### src/rtl/enc_top.sv
// Dual-channel encoder pulse counter: synchronizes raw encoder inputs, counts A edges
// per channel while armed and latches the count on each Z (index) edge.
module enc_top #(
  parameter int unsigned CNT_WIDTH = 16
) (
  input  logic                 CLK,
  input  logic                 RST,
  input  logic                 I_ARM,
  input  logic                 I_SEL,
  input  logic                 I_A0,
  input  logic                 I_A1,
  input  logic                 I_Z0,
  input  logic                 I_Z1,
  output logic                 O_A0,
  output logic                 O_A1,
  output logic                 O_Z0,
  output logic                 O_Z1,
  output logic                 O_SEL,
  output logic [CNT_WIDTH-1:0] O_CNT_A0,
  output logic [CNT_WIDTH-1:0] O_CNT_A1,
  output logic                 O_OVERFLOW_0,
  output logic                 O_OVERFLOW_1,
  output logic                 O_READY_0,
  output logic                 O_READY_1
);

  localparam int unsigned IdxArm = 0;
  localparam int unsigned IdxSel = 1;
  localparam int unsigned IdxA0  = 2;
  localparam int unsigned IdxA1  = 3;
  localparam int unsigned IdxZ0  = 4;
  localparam int unsigned IdxZ1  = 5;

  logic [5:0] w_async;
  logic [5:0] r_s1;
  logic [5:0] r_s2;
  logic [5:0] r_prev;
  logic [5:0] w_rise;
  logic       w_armed;
  logic [1:0] w_a_edge;
  logic [1:0] w_z_edge;

  assign w_async = {I_Z1, I_Z0, I_A1, I_A0, I_SEL, I_ARM};

  // Two-flop synchronizer plus a history flop for rising-edge detection.
  always_ff @(posedge CLK or posedge RST) begin
    if (RST) begin
      r_s1   <= '0;
      r_s2   <= '0;
      r_prev <= '0;
    end else begin
      r_s1   <= w_async;
      r_s2   <= r_s1;
      r_prev <= r_s2;
    end
  end

  assign w_rise   = r_s2 & ~r_prev;
  assign w_armed  = r_s2[IdxArm];
  assign w_a_edge = {w_rise[IdxA1], w_rise[IdxA0]};
  assign w_z_edge = {w_rise[IdxZ1], w_rise[IdxZ0]};

  assign O_A0  = r_s2[IdxA0];
  assign O_A1  = r_s2[IdxA1];
  assign O_Z0  = r_s2[IdxZ0];
  assign O_Z1  = r_s2[IdxZ1];
  assign O_SEL = r_s2[IdxSel];

  for (genvar g = 0; g < 2; g++) begin : g_ch
    logic [CNT_WIDTH-1:0] r_cnt;
    logic [CNT_WIDTH-1:0] r_lat;
    logic                 r_ovf_pend;
    logic                 r_ovf;
    logic                 r_ready;
    logic                 w_sat;
    logic                 w_sat_hit;
    logic [CNT_WIDTH-1:0] w_next;

    assign w_sat     = &r_cnt;
    assign w_sat_hit = w_a_edge[g] & w_sat;
    assign w_next    = (w_a_edge[g] && !w_sat) ? r_cnt + CNT_WIDTH'(1) : r_cnt;

    always_ff @(posedge CLK or posedge RST) begin
      if (RST) begin
        r_cnt      <= '0;
        r_lat      <= '0;
        r_ovf_pend <= 1'b0;
        r_ovf      <= 1'b0;
        r_ready    <= 1'b0;
      end else if (!w_armed) begin
        r_cnt      <= '0;
        r_ovf_pend <= 1'b0;
        r_ready    <= 1'b0;
      end else if (w_z_edge[g]) begin
        // An A edge coinciding with the index is folded into the latched count.
        r_lat      <= w_next;
        r_ovf      <= r_ovf_pend | w_sat_hit;
        r_ready    <= 1'b1;
        r_cnt      <= '0;
        r_ovf_pend <= 1'b0;
      end else begin
        r_cnt      <= w_next;
        r_ovf_pend <= r_ovf_pend | w_sat_hit;
        r_ready    <= 1'b0;
      end
    end
  end

  assign O_CNT_A0     = g_ch[0].r_lat;
  assign O_CNT_A1     = g_ch[1].r_lat;
  assign O_OVERFLOW_0 = g_ch[0].r_ovf;
  assign O_OVERFLOW_1 = g_ch[1].r_ovf;
  assign O_READY_0    = g_ch[0].r_ready;
  assign O_READY_1    = g_ch[1].r_ready;

endmodule

### config.mk
export PLATFORM = sky130hd
export DESIGN_NAME = enc_top
export DESIGN_NICKNAME = d
export VERILOG_FILES = /design/src/rtl/enc_top.sv
export SDC_FILE = /design/constraint.sdc
export NUM_CORES = 1
export LEC_CHECK = 0
export ABC_AREA = 1
export ABC_CLOCK_PERIOD_IN_PS = 3600
export CAP_MARGIN = 20
export CORE_MARGIN = 1.5
export CORE_UTILIZATION = 55
export CTS_CLUSTER_SIZE = 40
export DETAILED_ROUTE_END_ITERATION = 6
export PLACE_DENSITY = 0.84
export SYNTH_ARGS = -nofsm -noshare
export SYNTH_HDL_FRONTEND = slang
export SYNTH_SLANG_ARGS = --single-unit
### constraint.sdc
create_clock -name CLK -period 3.6 [get_ports CLK]
set_input_delay 1.08 -clock CLK [delete_from_list [all_inputs] [get_ports CLK]]
set_output_delay 1.08 -clock CLK [all_outputs]
set_load 0.1 [all_outputs]
* Word-level counts from Yosys, hierarchy flattened
Index checks and enable logic that the tools add are counted.
** Storage, ports and cells
- Flip-flop bits (word level) :: 88
- Bits of input ports :: 8
- Logic and storage cells :: 43
** Cells by class
- Multiplexer cells :: 14
- Reduce and logical (&&, ||, !) cells :: 8
- Add/sub/neg operators :: 2
- Bitwise gates (word level) :: 6
** Operators by type and width (count)
- $mux 16 :: 6
- $add 16x1->16 const B :: 2
- $reduce_and 16->1 :: 2
- $mux 1 :: 8
- $and 6x6->6 :: 1
- $not 6->6 :: 1
- $reduce_and 2->1 :: 2
- $and 1x1->1 :: 2
- $logic_and 1x1->1 :: 2
- $logic_not 1->1 :: 2
- $or 1x1->1 :: 2

* Longest topological paths before layout
- Word-level depth :: 6
- Mapped depth :: 11
- Mapped depth without buffers :: 11

* Worst setup path after synthesis
No wires, ideal clock.
- Kind :: register to register
- Start point :: register r_s2[3]
- End point :: register g_ch[1].r_lat[3], in the netlist O_CNT_A1[3]
- Arrival time :: 1.993 ns
- Path slack :: 1.533 ns
- Buffers on the path :: 0
- Required time :: 3.526 ns
- Clock period less this slack :: 2.067 ns
- Cell stages (with the launch flop) :: 6
- Cells stage by stage :: dfrtp_1 nand2_1 or2_2 o21ai_0 nand2_1 o21ai_2
** On the way
- Longest elaborated chain between the ends :: 3
** RTL lines
- from (decl) :: RTL line 36 : logic [5:0] r_s2;
- from (signal assigned) :: RTL line 53 : r_s2 <= r_s1;
- $and 6x6->6 :: RTL line 58 : assign w_rise = r_s2 & ~r_prev;
- $logic_and 1x1->1 :: RTL line 81 : assign w_next = (w_a_edge[g] && !w_sat) ? r_cnt + CNT_WIDTH'(1) : r_cnt;
- $mux 16 :: RTL line 81
- to (signal assigned) :: RTL line 96 : r_lat <= w_next;
- to (decl) :: RTL line 71 : logic [CNT_WIDTH-1:0] r_lat;
No other way between the ends.
A chain may end at the register's enable or synchronous reset.

* Final worst setup path
- Start point :: register g_ch[0].r_lat[3], in the netlist O_CNT_A0[3]
- End point :: output O_CNT_A0[3]
** RTL lines
- from (decl) :: RTL line 71
- from (signal assigned) :: RTL line 96
- to (decl) :: RTL line 19 : output logic [CNT_WIDTH-1:0] O_CNT_A0,
No word-level cell between the ends.

==> impl_metrics.yaml <==
clocking:
  clkSlewWorstSetupHoldPaths_ps: 90
  cts_made_buffers: 9
  htree_levels: 3
  cts.hold.buffers_added: 0
  clock_sinks: 86
  cts_resized: 0
  insertion_delay_ps: 350
  cts_setup_buffers: 0
  cts_max_path_buffers: 2
  cts_tree: "yes"
  root_buffer: "clkbuf_8"
critical_path:
  r2r_slack_ps: 1680
  startpoint_type: "flop"
  crit_fanout: 2
  reg2reg_depth: 8
  regToRegEndpoint: "g_ch[0].r_cnt[15]"
  critPathSlowestCell: "dfrtp_1"
  critical_path.top_delay_family: "flip-flops"
  path_cells: "buf_4"
  critPathCaptureType: "primary output"
  cp_num_buf_inv: 1
  cp_slowest_stage_delay_ps: 390
  cp_data_arrival_time_ps: 1050
  r2r-start: "g_ch[0].r_cnt[0]"
  worstSetupPathType: "reg -> out"
  required_ps: 2520
global_route:
  grt_overflow: 0
  antenna_found_initial: 0
  use_met3: 0.0434
  grt_usage: 0.224
  grt_pass1_vias: 3167
  grt_use_met2: 0.354
  grt_max_degree: 87
  grt_pass1_wl_um: 13600
  grt_use_met1: 0.296
  grt_most_used_layer: "met2"
timing:
  finalCritPeriodShare: 0.592
  grt_setup_unrepaired: "no"
  timing.fmax_mhz: 469
  skew_ps: 10.5
  slew_violations: 0
  hold_viol_final: 0
  post-route-min-period_ps: 2130
  worst_pin_slew_ps: 651
  slew_headroom: 0.566
  setup_viol: 0
  setup_tns_ps: 0
hold_path:
  hp-class: "reg -> reg"
  holdPathEnd: "r_s2[4]"
  worstHoldStart: "r_s1[4]"
  whs_path_depth: 0
synthesis:
  synth_area_mm2: 0.00409
  ys_seq_area_frac: 0.526
  ys_top_cells_by_count: "187 x nand2_1, 86 x dfrtp_1, 61 x nor2_1, 44 x inv_1, 43 x nand3_1"
  syn_nets: 511
  synth_area_leaders: "dfrtp_1 53%, nand2_1 17%, nor2_1 5.6%"
  synthArstFlopShare: 1.00
  synth-edff-count: 0
  synth_cells: 501
  syn_area_per_cell_um2: 8.16
  synth_seq_cells: 86
  synthFlopType: "dfrtp_1"
  synth_largest_area_cell: "dfrtp_1"
  synth.distinct_cells: 31
  synth_most_common_cell: "nand2_1"
  yosysWarnings: 0
  synth_top_area_share: 0.526
power_and_ir_drop:
  p_leak_nw: 2.39
  vdd_drop_max_v: 0.000270
  swShare: 0.272
  power_density_mw_per_mm2: 393
  p_sw_w: 0.000509
  p_seq_frac: 0.534
  combPwrFrac: 0.105
  p_clk_frac: 0.362
  intPower_w: 0.00136
floorplan:
  rows: 31
  die_height_um: 89.2
  initial_core_util: 0.567
  core_area_mm2: 0.00721
  die-area_mm2: 0.00796
  pin_count: 49
  die_w_um: 89.2
final_layout:
  drive_gt1_frac: 0.172
  fin_area_mm2: 0.00476
  n_antenna_cell: 0
  nets: 563
  area_delta_synth_final_pct: 16.4
  instances_no_fill: 656
outcome:
  status: "finished clean"
drt:
  dr_total_vias: 3344
  firstDrtPassIters: 5
  viasPerCell: 5.10
  wl_per_cell_um: 12.4
  drtIter0Drc: 170
  drcViolationCount: 0
  wl_um: 8150
  antenna_left: 0
run:
  cap_violations: 0
place:
  hpwl_um: 5590
  routabilityCongestion: 0.879
  postPlaceCellArea_mm2: 0.00456
  place_inst: 641
  io_buffers: 48
-- layout by cell type, fill, tap and decap left out, drive strengths merged --
master and instances:
o21bai 6, nor2 75, bufinv 1, nor2b 1, a21oi 7, nand3b 5
o21ai 10, clkinvlp 1, o21a 1, xor2 3, a21o 1, or2 1
nand4 4, nand2 198, clkbuf 10, ha 2, buf 44, nand3 45
clkinv 4, dfrtp 86, inv 45, clkdlybuf4s50 7
-- flip-flops by register name (all words and copies together) (netlist names) --
signal           cells
O_CNT_A0            16
r_prev               4
g_ch.r_ovf_pend      2
O_OVERFLOW_0         1
O_READY_0            1
O_OVERFLOW_1         1
O_CNT_A1            16
r_s2                 6
O_READY_1            1
g_ch.r_cnt          32
r_s1                 6
-- layer usage --
metal  up-vias  share of wire
li1       1659              -
met1      1576           0.45
met2        92           0.47
met3        17          0.058
met4         0          0.018
met5         -              0
-- cell families after synthesis --
group           after synthesis  synth area share
buf+inv                      56            0.0578
simple gates                329             0.360
xor+xnor                      3           0.00643
fa+ha+maj                     2           0.00612
flops                        86             0.526
compound gates               25            0.0429
-- how the worst max path moves through the flow --
stage	from	endpoint	slack (ps)	depth (start not counted)
after floorplan	RST	O_CNT_A0[0]	300	1
after CTS	r_s2[5]	O_Z1	1450	1
after global routing	r_s2[5]	O_Z1	1420	1
after global placement	RST	O_CNT_A0[7]	1740	3
final	O_CNT_A0[3]	O_CNT_A0[3]	1470	1
after detailed placement	g_ch[0].r_cnt[0]	O_CNT_A0[0]	1720	8
-- power groups by stage --
stage	Clock [W]	Combinational, W	Sequential [W]
finish	0.000676	0.000196	0.000998
global route	0.000728	0.000209	0.00100
CTS	0.000688	0.000198	0.000998
detailed placement	0	0.000198	0.00102
global placement	0	0.000195	0.00102
floorplan	0	0.0000535	0.00111
-- final cells by class --
type	count	area (um2)
clock buffer	10	138
clock inverter	5	60.1
fill	605	2450
inverter	46	174
multi-input combinational	359	1700
sequential	86	2150
tap	99	124
timing repair buffer	51	413
-- metrics by stage --
step,utilization,worst slack (ps),hold slack (ps),power (W)
after detailed placement,0.632,1720,337,0.00121
after global placement,0.632,1740,333,0.00121
after global routing,0.660,1420,364,0.00194
after floorplan,-,298,331,0.00116
after CTS,0.660,1450,356,0.00188
final,0.660,1470,354,0.00187
Note: power is estimated with default switching activity, not from simulation.
